<file path="config.mk">
export PLATFORM = sky130hd
export DESIGN_NAME = sd_piso_serializer
export DESIGN_NICKNAME = d
export VERILOG_FILES = /design/src/rtl/sd_piso_serializer.sv
export SDC_FILE = /design/constraint.sdc
export NUM_CORES = 1
export LEC_CHECK = 0
export CORE_MARGIN = 5
export CORE_UTILIZATION = 51
export DETAILED_ROUTE_END_ITERATION = 7
export GPL_TIMING_DRIVEN = 0
export PLACE_DENSITY = 0.87
export SLEW_MARGIN = 10
export SYNTH_ARGS = -nofsm -noshare
export SYNTH_HDL_FRONTEND = slang
export SYNTH_SLANG_ARGS = --single-unit
</file>
<file path="constraint.sdc">
create_clock -name sd_clock -period 2.2 [get_ports sd_clock]
set_input_delay 0.33 -clock sd_clock [delete_from_list [all_inputs] [get_ports sd_clock]]
set_output_delay 0.33 -clock sd_clock [all_outputs]
set_load 0.1 [all_outputs]
</file>
<file path="src/rtl/sd_piso_serializer.sv">
// sd_piso_serializer: parallel-in/serial-out shifter for the SD CMD/DAT pads, MSB first on LANES lanes.
// Latency: beat 0 drives one cycle after start is accepted; done_o pulses one cycle after the last beat.
// Backpressure: none; load_i/start_i outside IDLE are dropped and flagged on ovr_o. Define SER_CRC_EN for per-lane CRC + end bit.
module sd_piso_serializer #(
    parameter int FRAME_W = 48,
    parameter int LANES   = 1,
    parameter int CNT_W   = 6,
    parameter int CRC_W   = 7
) (
    input  logic               sd_clock,
    input  logic               reset,
    input  logic               load_i,
    input  logic [FRAME_W-1:0] frame_i,
    input  logic               start_i,
    input  logic [CNT_W-1:0]   beats_i,
    output logic [LANES-1:0]   serial_o,
    output logic               oe_o,
    output logic               busy_o,
    output logic               done_o,
    output logic               ovr_o
);

    localparam int                NBEATS    = FRAME_W / LANES;
    localparam logic [CNT_W-1:0]  MAX_BEATS = CNT_W'(NBEATS);

    // Elaboration-time guard: frame must split evenly into lanes and the beat
    // counter must hold payload + CRC + end beat without wrapping.
    if ((FRAME_W % LANES) != 0) begin : g_bad_lanes
        $error("sd_piso_serializer: FRAME_W must be a multiple of LANES");
    end
    if ((2 ** CNT_W) <= (NBEATS + CRC_W + 1)) begin : g_bad_cnt_w
        $error("sd_piso_serializer: CNT_W too narrow for FRAME_W/LANES + CRC_W + 1");
    end

    typedef enum logic [2:0] {
        ST_IDLE  = 3'd0,
        ST_SHIFT = 3'd1,
`ifdef SER_CRC_EN
        ST_CRC   = 3'd2,
        ST_END   = 3'd3,
`endif
        ST_DONE  = 3'd4
    } state_t;

    state_t             state_q, state_d;
    logic [FRAME_W-1:0] shreg_q, shreg_d;
    logic [CNT_W-1:0]   count_q, count_d;
    logic [CNT_W-1:0]   beats_q, beats_d;
    logic [CNT_W-1:0]   beats_eff;
    logic [LANES-1:0]   serial_d;
    logic               oe_d;
    logic               busy_d;
    logic               done_d;
    logic               ovr_d;
    logic               req_any;
    logic               last_payload;

`ifdef SER_CRC_EN
    // Polynomial without the implicit top term: CRC16-CCITT for DAT, CRC7 for CMD.
    localparam logic [CRC_W-1:0] CRC_POLY = (CRC_W == 16) ? CRC_W'(16'h1021) : CRC_W'(7'h09);

    logic [LANES-1:0][CRC_W-1:0] crc_q, crc_d;
    logic                        last_crc;

    // One serial CRC step: feedback is the outgoing bit xor the CRC MSB.
    function automatic logic [CRC_W-1:0] crc_step(input logic [CRC_W-1:0] c, input logic b);
        logic fb;
        fb       = b ^ c[CRC_W-1];
        crc_step = {c[CRC_W-2:0], 1'b0} ^ (fb ? CRC_POLY : '0);
    endfunction

    // CRC occupies beats B .. B+CRC_W-1 of the same counter.
    assign last_crc = (count_q == (beats_q + CNT_W'(CRC_W - 1)));
`endif

    // Zero or oversize beat requests fall back to the full frame.
    assign beats_eff    = ((beats_i == '0) || (beats_i > MAX_BEATS)) ? MAX_BEATS : beats_i;
    assign req_any      = load_i | start_i;
    assign last_payload = (count_q == (beats_q - CNT_W'(1)));

    // Next-state and next-output decode; every output is registered below.
    always_comb begin
        state_d  = state_q;
        shreg_d  = shreg_q;
        count_d  = count_q;
        beats_d  = beats_q;
        serial_d = '1;
        oe_d     = 1'b0;
        busy_d   = 1'b0;
        done_d   = 1'b0;
        ovr_d    = 1'b0;
`ifdef SER_CRC_EN
        crc_d    = crc_q;
`endif
        unique case (state_q)
            ST_IDLE: begin
                count_d = '0;
                if (load_i) begin
                    shreg_d = frame_i;
                end
                if (start_i) begin
                    beats_d = beats_eff;
                    busy_d  = 1'b1;
                    state_d = ST_SHIFT;
`ifdef SER_CRC_EN
                    crc_d   = '0;
`endif
                end
            end
            ST_SHIFT: begin
                ovr_d    = req_any;
                busy_d   = 1'b1;
                oe_d     = 1'b1;
                serial_d = shreg_q[FRAME_W-1 -: LANES];
                shreg_d  = shreg_q << LANES;
                count_d  = count_q + CNT_W'(1);
`ifdef SER_CRC_EN
                for (int l = 0; l < LANES; l++) begin
                    crc_d[l] = crc_step(crc_q[l], shreg_q[FRAME_W-LANES+l]);
                end
                if (last_payload) begin
                    state_d = ST_CRC;
                end
`else
                if (last_payload) begin
                    state_d = ST_DONE;
                end
`endif
            end
`ifdef SER_CRC_EN
            ST_CRC: begin
                ovr_d   = req_any;
                busy_d  = 1'b1;
                oe_d    = 1'b1;
                count_d = count_q + CNT_W'(1);
                for (int l = 0; l < LANES; l++) begin
                    serial_d[l] = crc_q[l][CRC_W-1];
                    crc_d[l]    = {crc_q[l][CRC_W-2:0], 1'b0};
                end
                if (last_crc) begin
                    state_d = ST_END;
                end
            end
            ST_END: begin
                ovr_d    = req_any;
                busy_d   = 1'b1;
                oe_d     = 1'b1;
                serial_d = '1;
                state_d  = ST_DONE;
            end
`endif
            ST_DONE: begin
                ovr_d   = req_any;
                done_d  = 1'b1;
                count_d = '0;
                state_d = ST_IDLE;
            end
            default: begin
                state_d = ST_IDLE;
            end
        endcase
    end

    // State register.
    always_ff @(posedge sd_clock) begin
        if (reset) begin
            state_q <= ST_IDLE;
        end else begin
            state_q <= state_d;
        end
    end

    // Datapath and output registers; line idles high with the pad disabled.
    always_ff @(posedge sd_clock) begin
        if (reset) begin
            shreg_q  <= '0;
            count_q  <= '0;
            beats_q  <= '0;
            serial_o <= '1;
            oe_o     <= 1'b0;
            busy_o   <= 1'b0;
            done_o   <= 1'b0;
            ovr_o    <= 1'b0;
`ifdef SER_CRC_EN
            crc_q    <= '0;
`endif
        end else begin
            shreg_q  <= shreg_d;
            count_q  <= count_d;
            beats_q  <= beats_d;
            serial_o <= serial_d;
            oe_o     <= oe_d;
            busy_o   <= busy_d;
            done_o   <= done_d;
            ovr_o    <= ovr_d;
`ifdef SER_CRC_EN
            crc_q    <= crc_d;
`endif
        end
    end

endmodule

</file>
==> flow_summary.json <==
{
  "worst_path_largest_cell_delay_ns": 1.12,
  "layout_common_cells": "67 x dfxtp_1, 63 x nor2_1, 61 x clkdlybuf4s50_1, 48 x mux2i_1, 47 x a211oi_1",
  "p_comb_share_pct": 27.1,
  "n_antenna_cell": 0,
  "cp.required_ns": 1.87,
  "grt_pass1_vias": 2514,
  "routed_wl_mm": 6.76,
  "cts.sinks": 67,
  "post_cts_buffers": 0,
  "setup_viol": 0,
  "synth_edf_count": 0,
  "status": "completed",
  "io_pins": 63,
  "clock_latency_ns": 0.35,
  "cts_tree": "yes",
  "vias": 2585,
  "mostFrequentLayoutCell": "dfxtp_1",
  "critPathMaxFanout": 1,
  "critPathBufInv": 1,
  "detail_route.vias_per_cell": 5.40,
  "p_int_mw": 2.54,
  "r2r_start": "state_q[2]$_SDFFE_PP0P_",
  "path_class": "flip-flop to output pin",
  "skew_ns": 0.00704,
  "dieArea_um2": 7610,
  "worstPathArrival_ns": 1.78,
  "critical_path.top_delay_family": "buffers and inverters",
  "seq_power_share_pct": 41.1,
  "fin_crit_sh_pct": 96.0,
  "drtIter0Drc": 101,
  "p_sw_mw": 1.12,
  "start_util_pct": 52.0,
  "synth_seq_cells": 67,
  "maxSlewViolCount": 0,
  "syn_inst": 327,
  "cts-hold-fix-buffers": 0,
  "htreeDepth": 3,
  "place_ws_ns": 0.234,
  "cts_resized": 0,
  "syn_nets": 391,
  "grt_use_total_pct": 18.8,
  "rows": 28,
  "worstSetupStartpoint": "serial_o$_SDFF_PP1_",
  "synth_seq_area_share_pct": 44.1,
  "holdCritPathClass": "primary input to flip-flop",
  "core_area_um2": 5850,
  "cts_buffer_depth": 2,
  "maxCapViolCount": 0,
  "tns_ns": 0,
  "firstDrtPassIters": 5,
  "synth_cell_types": 34,
  "timing.slew.headroom_pct": 35.5,
  "p_leak_nw": 1.47,
  "fin_ws_ns": 0.0872,
  "die_y_um": 87.2,
  "grt-ovfl-total": 0,
  "grt_max_degree": 12,
  "syn2layout_area_growth_pct": 30.7,
  "drc": 0,
  "synth-main-ff-cell": "dfxtp_1",
  "cp_cell_sequence": "clkdlybuf4s50_1",
  "fmax_ghz": 0.473,
  "yosysTopAreaCell": "dfxtp_1",
  "clk_pin_slew_ns": 0.08,
  "ys_top_cells_by_area": "dfxtp_1 44%, mux2i_1 16%, a211oi_1 12%, nor2_1 7.8%, ha_1 2.5%",
  "antenna_left": 0,
  "syn_area_um2": 3040,
  "syn_avg_cell_area_um2": 9.30,
  "numCtsBuffers": 9,
  "yosysWarnings": 0,
  "rsz0062_at_grt": "no",
  "power.density_nw_per_um2": 921,
  "hpwl_mm": 4.99,
  "clockPowerShare_pct": 31.8,
  "final_nets": 463,
  "hp-start": "reset",
  "root_buffer": "clkbuf_8",
  "min_period_ns": 2.11,
  "peakVddDrop_uv": 491,
  "finalHoldViolations": 0,
  "gp_congestion": 0.781,
  "grt_pass1_wl_mm": 11.3,
  "worst_pin_slew_ns": 0.965,
  "antenna_found_initial": 0,
  "endpoint_kind": "output pin",
  "fillers": 480,
  "cp_slowest_cell": "clkdlybuf4s50_1",
  "synth_top_area_share_pct": 44.1,
  "port_buffers": 61,
  "synthArstFlopShare_pct": 0,
  "post_drt_wl_per_cell_um": 14.1,
  "drive_gt1_share_pct": 6.19,
  "die_x_um": 87.2,
  "netSwitchingFraction_pct": 30.5,
  "start_kind": "flip-flop"
}
-- kinds of logic after synthesis --
kind of cell	share of synthesized area [%]
buf+inv	4.11
mux	16.2
compound gates	15.0
fa+ha+maj	2.47
flops	44.1
simple gates	15.0
xor+xnor	3.17
-- Yosys cell counts, types with 2 or more instances --
library cell	count
a211oi_1	47
a21oi_1	6
buf_1	6
buf_2	4
clkbuf_1	14
dfxtp_1	67
ha_1	6
inv_1	4
mux2i_1	48
nand2_1	8
nand2b_1	2
nand3_1	8
nand4b_1	2
nor2_1	63
nor2b_1	7
nor3_1	7
o21ai_0	2
xnor2_1	7
xor2_1	4
-- power groups by stage --
stage,Sequential [mW],Clock (mW),Combinational (mW)
after detailed placement,1.53,0,0.987
after floorplan,1.57,0,0.663
after CTS,1.50,1.18,0.996
after global placement,1.52,0,0.957
after global routing,1.53,1.23,1.10
final,1.51,1.16,0.991
-- metal layers --
metal	routed length (um)	track usage, %	vias up
met3	261	3.88	18
li1	-	-	1303
met4	198	10.3	0
met2	3290	31.4	50
met5	0	0	-
met1	3010	22.6	1214
-- sequential cells by signal, indices dropped and copies added, names as in the netlist --
| register | flops |
|---|---|
| beats_q | 6 |
| count_q | 6 |
| ovr_o | 1 |
| oe_o | 1 |
| state_q | 2 |
| done_o | 1 |
| serial_o | 1 |
| busy_o | 1 |
| shreg_q | 48 |
-- metrics by stage --
stage | cells | cell area [um2] | util, % | total power, mW | hold WS [ns]
5_1_grt | 479 | 3970 | 67.9 | 3.86 | 0.462
3_5_place_dp | 463 | 3740 | 64.0 | 2.52 | 0.459
6_report | 479 | 3970 | 67.9 | 3.66 | 0.423
3_3_place_gp | 463 | 3740 | 64.0 | 2.48 | 0.451
2_1_floorplan | 327 | 3040 | - | 2.23 | 0.412
4_1_cts | 479 | 3970 | 67.9 | 3.68 | 0.410
-- area by class of cell --
cell class	instances	area, um2	share of cell area (%)
plain buffers	25	106	2.68
clock buffers	12	155	3.91
clock inverters	4	72.6	1.83
inverters	5	18.8	0.472
multi-input cells	230	1570	39.6
flip-flops and latches	67	1340	33.8
well taps	75	93.8	2.36
repair buffers	61	611	15.4
-- path summary, 6_finish.rpt --
path                                                 end  slack, ns  cells past startpoint
worst max-delay path                            serial_o       0.09                      1
worst min-delay path                     oe_o$_SDFF_PP0_       0.42                      2
worst max register to register  shreg_q[24]$_SDFFE_PP0P_       0.17                      6
worst min register to register   shreg_q[0]$_SDFFE_PP0P_       0.47                      2
(Power assumes the default switching activity.)
